--- src/rtl/inet_udp_rx_parser.sv ---
// inet_udp_rx_parser: streaming parser for the 44-byte pad/Ethernet/IPv4/UDP header stack.
// Captures header fields, validates IPv4 (IHL=5) carrying UDP, forwards only the UDP payload
// and counts dropped frames with a saturating counter.
// Optional IPv4 header checksum check: define INET_UDP_RX_CSUM_CHECK_EN.
module inet_udp_rx_parser #(
    parameter int unsigned DATA_W = 32,
    parameter int unsigned CNT_W  = 16
) (
    input  logic              clk,
    input  logic              reset_n,
    input  logic [DATA_W-1:0] s_tdata,
    input  logic              s_tvalid,
    output logic              s_tready,
    input  logic              s_tlast,
    output logic [DATA_W-1:0] m_tdata,
    output logic              m_tvalid,
    input  logic              m_tready,
    output logic              m_tlast,
    output logic              hdr_valid,
    output logic [47:0]       hdr_dst_mac,
    output logic [47:0]       hdr_src_mac,
    output logic [31:0]       hdr_src_ip,
    output logic [31:0]       hdr_dst_ip,
    output logic [15:0]       hdr_src_port,
    output logic [15:0]       hdr_dst_port,
    output logic [15:0]       hdr_udp_len,
    output logic              drop_pulse,
    output logic [CNT_W-1:0]  drop_cnt
);

    localparam int unsigned NB        = DATA_W / 8;
    localparam int unsigned HDR_BYTES = 44;
    localparam int unsigned HDR_BEATS = HDR_BYTES / NB;
    localparam int unsigned BEAT_W    = 6;

    generate
        if (!(DATA_W == 8 || DATA_W == 16 || DATA_W == 32)) begin : g_bad_width
            $error("inet_udp_rx_parser: DATA_W must be 8, 16 or 32");
        end
    endgenerate

    typedef enum logic [1:0] {StHdr, StPayload, StDrop} state_e;

    state_e            state_q, state_d;
    logic [BEAT_W-1:0] beat_q;
    logic [BEAT_W-1:0] wr_off;
    logic [7:0]        hdr_q    [HDR_BYTES];
    logic [7:0]        hdr_full [HDR_BYTES];
    logic              s_hs;
    logic              last_hdr_beat;
    logic              hdr_done;
    logic              runt;
    logic              checks_ok;
    logic              csum_ok;
    logic              accept;
    logic              reject;

    assign s_hs          = s_tvalid & s_tready;
    assign last_hdr_beat = (beat_q == BEAT_W'(HDR_BEATS - 1));
    assign hdr_done      = (state_q == StHdr) && s_hs && last_hdr_beat;
    assign runt          = (state_q == StHdr) && s_hs && s_tlast && !last_hdr_beat;
    assign wr_off        = beat_q * BEAT_W'(NB);
    assign m_tdata       = s_tdata;

    // Header view for the final beat: stored bytes plus the lanes arriving right now
    always_comb begin
        for (int i = 0; i < HDR_BYTES; i++) begin
            hdr_full[i] = hdr_q[i];
        end
        for (int k = 0; k < NB; k++) begin
            hdr_full[HDR_BYTES - NB + k] = s_tdata[8*k +: 8];
        end
    end

`ifdef INET_UDP_RX_CSUM_CHECK_EN
    logic [19:0] csum_sum;
    logic [16:0] csum_f1;
    logic [15:0] csum_f2;

    // Ones-complement sum of the ten IPv4 header words, folded twice for end-around carry
    always_comb begin
        csum_sum = '0;
        for (int w = 0; w < 10; w++) begin
            csum_sum = csum_sum + 20'({hdr_full[16 + 2*w], hdr_full[17 + 2*w]});
        end
        csum_f1 = 17'(csum_sum[15:0]) + 17'(csum_sum[19:16]);
        csum_f2 = csum_f1[15:0] + 16'(csum_f1[16]);
    end

    assign csum_ok = (csum_f2 == 16'hFFFF);
`else
    assign csum_ok = 1'b1;
`endif

    assign checks_ok = (hdr_full[14] == 8'h08) && (hdr_full[15] == 8'h00) &&
                       (hdr_full[16] == 8'h45) && (hdr_full[25] == 8'h11) && csum_ok;
    assign accept    = hdr_done && checks_ok;
    assign reject    = (hdr_done && !checks_ok) || runt;

    // FSM state register
    always_ff @(posedge clk or negedge reset_n) begin
        if (!reset_n) begin
            state_q <= StHdr;
        end else begin
            state_q <= state_d;
        end
    end

    // FSM next-state logic
    always_comb begin
        state_d = state_q;
        unique case (state_q)
            StHdr: begin
                if (hdr_done && !s_tlast) begin
                    state_d = checks_ok ? StPayload : StDrop;
                end
            end
            StPayload, StDrop: begin
                if (s_hs && s_tlast) begin
                    state_d = StHdr;
                end
            end
            default: state_d = StHdr;
        endcase
    end

    // FSM outputs: header and drop phases never back-pressure, payload passes straight through
    always_comb begin
        s_tready = 1'b1;
        m_tvalid = 1'b0;
        m_tlast  = 1'b0;
        unique case (state_q)
            StPayload: begin
                s_tready = m_tready;
                m_tvalid = s_tvalid;
                m_tlast  = s_tlast;
            end
            StHdr, StDrop: begin
                s_tready = 1'b1;
            end
            default: s_tready = 1'b1;
        endcase
    end

    // Beat counter: only advances in the header phase, zero on any (re)entry into it
    always_ff @(posedge clk or negedge reset_n) begin
        if (!reset_n) begin
            beat_q <= '0;
        end else if (state_q != StHdr) begin
            beat_q <= '0;
        end else if (s_hs) begin
            if (last_hdr_beat || s_tlast) begin
                beat_q <= '0;
            end else begin
                beat_q <= beat_q + BEAT_W'(1);
            end
        end
    end

    // Header byte store, written at offset beat*NB
    always_ff @(posedge clk or negedge reset_n) begin
        if (!reset_n) begin
            for (int i = 0; i < HDR_BYTES; i++) begin
                hdr_q[i] <= '0;
            end
        end else if (state_q == StHdr && s_hs) begin
            for (int k = 0; k < NB; k++) begin
                hdr_q[wr_off + BEAT_W'(k)] <= s_tdata[8*k +: 8];
            end
        end
    end

    // Field outputs load only for accepted frames and hold otherwise
    always_ff @(posedge clk or negedge reset_n) begin
        if (!reset_n) begin
            hdr_dst_mac  <= '0;
            hdr_src_mac  <= '0;
            hdr_src_ip   <= '0;
            hdr_dst_ip   <= '0;
            hdr_src_port <= '0;
            hdr_dst_port <= '0;
            hdr_udp_len  <= '0;
        end else if (accept) begin
            hdr_dst_mac  <= {hdr_full[2], hdr_full[3], hdr_full[4],
                             hdr_full[5], hdr_full[6], hdr_full[7]};
            hdr_src_mac  <= {hdr_full[8], hdr_full[9], hdr_full[10],
                             hdr_full[11], hdr_full[12], hdr_full[13]};
            hdr_src_ip   <= {hdr_full[28], hdr_full[29], hdr_full[30], hdr_full[31]};
            hdr_dst_ip   <= {hdr_full[32], hdr_full[33], hdr_full[34], hdr_full[35]};
            hdr_src_port <= {hdr_full[36], hdr_full[37]};
            hdr_dst_port <= {hdr_full[38], hdr_full[39]};
            hdr_udp_len  <= {hdr_full[40], hdr_full[41]};
        end
    end

    // Registered status pulses and saturating drop counter
    always_ff @(posedge clk or negedge reset_n) begin
        if (!reset_n) begin
            hdr_valid  <= 1'b0;
            drop_pulse <= 1'b0;
            drop_cnt   <= '0;
        end else begin
            hdr_valid  <= accept;
            drop_pulse <= reject;
            if (reject && drop_cnt != {CNT_W{1'b1}}) begin
                drop_cnt <= drop_cnt + CNT_W'(1);
            end
        end
    end

endmodule

--- config.mk ---
export PLATFORM = sky130hd
export DESIGN_NAME = inet_udp_rx_parser
export DESIGN_NICKNAME = d
export VERILOG_FILES = /design/src/rtl/inet_udp_rx_parser.sv
export SDC_FILE = /design/constraint.sdc
export NUM_CORES = 1
export LEC_CHECK = 0
export CAP_MARGIN = 30
export CORE_UTILIZATION = 36
export CTS_CLUSTER_DIAMETER = 150
export CTS_CLUSTER_SIZE = 24
export DETAILED_ROUTE_END_ITERATION = 7
export HOLD_SLACK_MARGIN = 0.06
export PLACE_DENSITY = 0.55
export SYNTH_ARGS = -nofsm -noshare
export SYNTH_HDL_FRONTEND = slang
export SYNTH_SLANG_ARGS = --single-unit
--- constraint.sdc ---
create_clock -name clk -period 2.8 [get_ports clk]
set_input_delay 0.56 -clock clk [delete_from_list [all_inputs] [get_ports clk]]
set_output_delay 0.56 -clock clk [all_outputs]
set_load 0.05 [all_outputs]
## Word-level counts from Yosys, hierarchy flattened

Index checks and enable logic that the tools add are counted.

- Add/sub/neg operators: 5
- Order comparisons: 8
- Eq/ne operators: 9
- Multiplexer cells: 22
- Bitwise logic cells: 5
- Reductions and logical operators: 27

Operators by type and width:

| operator | count |
|---|---|
| $bwmux W352 | 4 |
| $demux W8 S6 | 4 |
| $mux W8 | 4 |
| $ge A7 B7 Y1 const B | 4 |
| $lt A7 B1 Y1 const B | 4 |
| $not A6 Y7 | 4 |
| $mux W6 | 3 |
| $add A16 B1 Y16 const B | 1 |
| $logic_and A1 B1 Y1 | 16 |
| $ne A16 B16 Y1 const B | 1 |
| $add A6 B1 Y6 const B | 2 |
| $add A6 B2 Y6 const B | 2 |
| $eq A8 B4 Y1 const B | 1 |
| $eq A8 B5 Y1 const B | 1 |
| $eq A8 B7 Y1 const B | 1 |
| $logic_not A8 Y1 | 1 |
| $eq A6 B4 Y1 const B | 1 |
| $mux W2 | 3 |
| $pmux W2 S2 | 1 |
| $reduce_bool A2 Y1 | 2 |
| $logic_not A1 Y1 | 3 |
| $mux W1 | 3 |
| $eq A2 B1 Y1 const B | 1 |
| $eq A2 B2 Y1 const B | 1 |
| other kinds (7) | 8 |

- Bits in registers: 586
- Input bits: 37

## Longest topological paths before layout

- Depth after elaboration: 9
- Mapped depth: 9
- Gate-level depth less buffers: 7

## Least setup slack after synthesis

Ideal clock, no wire load.

- Path kind: input to register
- Start: input m_tready
- End: register hdr_q, in the netlist hdr_full[324]
- Setup time: 0.125 ns
- Arrival time: 2.316 ns
- Setup slack: 0.359 ns
- Cell stages on the path: 6
- Cells stage by stage: nand2b_1 > nand3_1 > nor3_1 > nand2_1 > buf_2 > mux2_2

- Longest elaborated chain between the ends: 3

RTL lines:

| element | RTL line | RTL |
|---|---|---|
| start: declaration | 17 | `input logic m_tready,` |
| $mux W1 | 132 | `unique case (state_q)` |
| $and A1 B1 Y1 | 58 | `assign s_hs = s_tvalid & s_tready;` |
| $logic_and A1 B1 Y1 | 166 | `end else if (state_q == StHdr && s_hs) begin` |
| end signal: indexed assignment | 168 | `hdr_q[wr_off + BEAT_W'(k)] <= s_tdata[8*k +: 8];` |
| end: declaration | 47 | `logic [7:0] hdr_q [HDR_BYTES];` |

Every way passes these cells.
A chain may end at the register's enable or synchronous reset.

## Worst setup path in the final report

- Start: register hdr_q, in the netlist hdr_full[225]
- End: register hdr_src_ip[22]

- Longest elaborated chain between the ends: 5

RTL lines:

| element | RTL line | RTL |
|---|---|---|
| $logic_not A8 Y1 | 95 | `assign checks_ok = (hdr_full[14] == 8'h08) && (hdr_full[15] == 8'h00) &&` |
| $logic_and A1 B1 Y1 (2 in a row) | 95 |  |
| $logic_and A1 B1 Y1 | 96 | `(hdr_full[16] == 8'h45) && (hdr_full[25] == 8'h11) && csum_ok;` |
| $logic_and A1 B1 Y1 | 97 | `assign accept = hdr_done && checks_ok;` |
| end signal: assignment | 188 | `hdr_src_ip <= {hdr_full[28], hdr_full[29], hdr_full[30], hdr_full[31]};` |
| end: declaration | 22 | `output logic [31:0] hdr_src_ip,` |

Every way passes these cells.

==> results.md <==
- PwrDens: 584 nW/um^2
- Wire per inst: 20.1 microns
- Drt total wl: 41800 microns
- Final period util: 93.3%
- Clock slew at reported path FFs: 90 ps
- Clk sink count: 458
- Switch share: 25.4%
- Net Count, Synth: 1149
- Critical path, cell by cell: nor4_1 -> nand4_1 -> buf_4 -> nor4_4 -> buf_4 -> buf_4 -> mux2_2
- Flop and latch count out of synthesis: 458
- Most common cell after layout, fill and taps aside: dfrtp_1
- # IOs: 298
- CP arrival: 3030 ps
- Register area: 11500 sq um
- Flop pwr share: 58.9%
- Syn. warnings: 0
- Largest net degree at the start of global routing: 61
- RSZ-0062 raised after global routing: false
- DIE WIDTH: 224 microns
- Die Height: 224 microns
- Root Buffer Master: clkbuf_16
- Worst Skew: 31.2 ps
- Post-DP HPWL: 28900 microns
- Max_cap viols: 0
- Final Hold Viols: 0
- Fraction of layout instances using a drive strength above 1: 40.0%
- Internal Dissipation: 9.88 mW
- First-pass iteration count of the detailed router: 4
- Crit start category: flip-flop
- VDD IR-drop max: 0.000422 V
- Initial core utilization: 36.9%
- Initial antenna violation count: 0
- Setup Fix Bufs, Post-CTS: 0
- Core Footprint: 48100 sq um
- Top FF cell, synth: dfrtp_1
- Nets: 1471
- Final Max Tran Viols: 0
- Sequential-to-total area share from yosys stat: 64.6%
- Rel. slew slack: 58.6%
- Htree depth: 1
- Iter 0 DRT Violations: 360
- CTS tree: built
- Status: completed
- Remaining global-route overflow: 0
- Slowest-stage cell, CP: nor4_1
- Slew @ Worst Pin: 619 ps
- CP Max Fanout: 12
- Clock Tree Buf Depth: 3
- Design area: 22700 sq um
- Fmax: 383 MHz
- Minimum clock period: 2610 ps
- Port bufs: 297
- Mapped cell area: 17700 sq um
- Worst skew pair latency: 560 ps
- TritonCTS Buffers: 23
- Final setup vio count: 0
- Setup TNS: 0 ps
- GRT Total Usage: 16.9%
- Comb pwr share: 14.2%
- Max incr delay on CP: 450 ps
- ANT nets after route: 0
- Mapped Cells: 1105
- Multi-input logic area: 5770 sq um
- Worst min path class: flip-flop to flip-flop
- Mean post-synth cell area: 16.1 sq um
- Routed vias: 9994
- Via/cell ratio: 4.80
- Post-place instance area: 22000 sq um
- Critical path startpoint: hdr_full[225]
- Area Overhead vs Synth: 27.7%
- Filler cells: 4271
- Hold Crit Start: hdr_full[333]
- Leak Pwr: 10.8 nW
- NetSw: 3.36 mW
- Most used cell, CP: buf_4
- Most frequent cells in the layout: dfrtp_1 (458), mux2_2 (424), clkdlybuf4s50_1 (261), buf_4 (72), buf_12 (40)
- Synth cell types: 40
- RR Startpoint: hdr_full[225]
- Async S/R FF share, synth: 100%
- Die area: 50200 sq um
- Critical path type: flip-flop to flip-flop
- # DRC: 0
- RePlAce Congestion: 0.754
- First-pass GRT wire length: 65500 microns
- Row count: 80
- Endpoint type of the worst setup path: flip-flop
- Vias in the first global route: 10.5k
- Critical Path RT: 3220 ps
- Clk network pwr share: 26.9%
- Antenna cells: 0
- Number of synthesized flops with an enable pin: 0
-- cells by family (layout without fill, tap and decap cells) --
group	Yosys count	in the layout	synth area share (%)
mux	436	436	27.7
simple gates	90	90	2.99
compound gates	15	15	0.515
xor+xnor	14	14	0.691
buf+inv	85	406	3.08
flops	458	458	64.6
fa+ha+maj	7	7	0.493
-- worst max-delay path, delay by kind of cell, from the launching register on --
family / cells / cell delay [ps]
and+or+nand+nor: 3 / 970
DFF: 1 / 390
buffers and inverters: 3 / 750
muxes: 1 / 350
-- power by group through the flow --
stage	Combinational [mW]	Sequential (mW)	Clock, mW
final	1.88	7.79	3.56
after detailed placement	1.93	7.93	0
after floorplan	1.12	7.93	0
after global routing	2.07	7.90	3.94
after global placement	1.88	7.89	0
after CTS	1.93	7.80	3.75
-- flip-flops by register name (all words and copies together) (netlist names) --
signal and count:
hdr_src_port 16, hdr_udp_len 16, hdr_valid 1, hdr_src_ip 32, hdr_src_mac 48, hdr_full 224
state_q 2, beat_q 6, hdr_dst_mac 48, hdr_dst_port 16, hdr_dst_ip 32, drop_cnt 16
drop_pulse 1
-- cell type report --
class / count / area share (%)
Sequential cell: 458 / 50.6
Multi-Input combinational cell: 562 / 25.5
Timing Repair Buffer: 375 / 17.6
Tap cell: 656 / 3.62
Clock buffer: 23 / 2.54
Clock inverter: 1 / 0.133
Inverter: 7 / 0.116
-- what timing repair did --
| item | CTS | global route |
|---|---|---|
| hold endpoints to repair | 49 | 0 |
| endpoints found under the setup margin | 0 | 0 |
| hold buffers | 1 | 0 |
| gates resized for setup | 0 | 0 |
-- final timing paths --
path / endpoint / depth (start not counted) / slack [ps]
worst max-delay path: hdr_src_ip[22] / 7 / 190
worst min-delay path: hdr_dst_mac[45] / 1 / 500
worst max register to register: hdr_src_ip[22] / 7 / 190
worst min register to register: hdr_dst_mac[45] / 1 / 500
max in group asynchronous: hdr_full[118] / 4 / 1430
min in group asynchronous: hdr_full[243] / 2 / 540
-- routing by layer --
metal | wire, microns | track usage (%)
met1 | 19200 | 23.3
met2 | 20000 | 27.6
met3 | 2150 | 3.86
met4 | 535 | 2.87
met5 | 0 | 0
-- stage by stage --
| stage | hold slack [ps] | setup WS, ps | std cells | utilization [%] | total power, mW |
|---|---|---|---|---|---|
| floorplan | 264 | 359 | 1105 | - | 9.05 |
| global placement | 466 | 124 | 2057 | 45.8 | 9.77 |
| detailed placement | 477 | 101 | 2057 | 45.8 | 9.86 |
| CTS | 498 | 78.3 | 2082 | 47.1 | 13.5 |
| global route | 518 | 39.0 | 2082 | 47.1 | 13.9 |
| finish | 497 | 188 | 2082 | 47.1 | 13.2 |
-- synth_stat cells (2+ instances only) --
master	instances	share of area [%]
nor3b_1	3	0.13
or3_1	2	0.070
ha_1	7	0.49
nand2_1	19	0.40
mux2_2	424	27
nor2_1	4	0.085
buf_1	7	0.15
inv_1	7	0.15
a21oi_1	2	0.056
nor4_1	7	0.25
o21ai_0	6	0.17
buf_2	11	0.31
and4_1	4	0.20
mux2i_1	2	0.11
nor4b_1	3	0.15
xnor2_1	9	0.44
and2_1	5	0.18
a21o_1	2	0.085
dfrtp_1	458	65
nand3_1	10	0.28
clkbuf_1	6	0.13
buf_4	52	2.2
xor2_1	5	0.25
and3_1	10	0.35
nor3_1	6	0.17
mux2_1	10	0.63
nand4_1	11	0.39
Note: power is estimated with default switching activity, not from simulation.
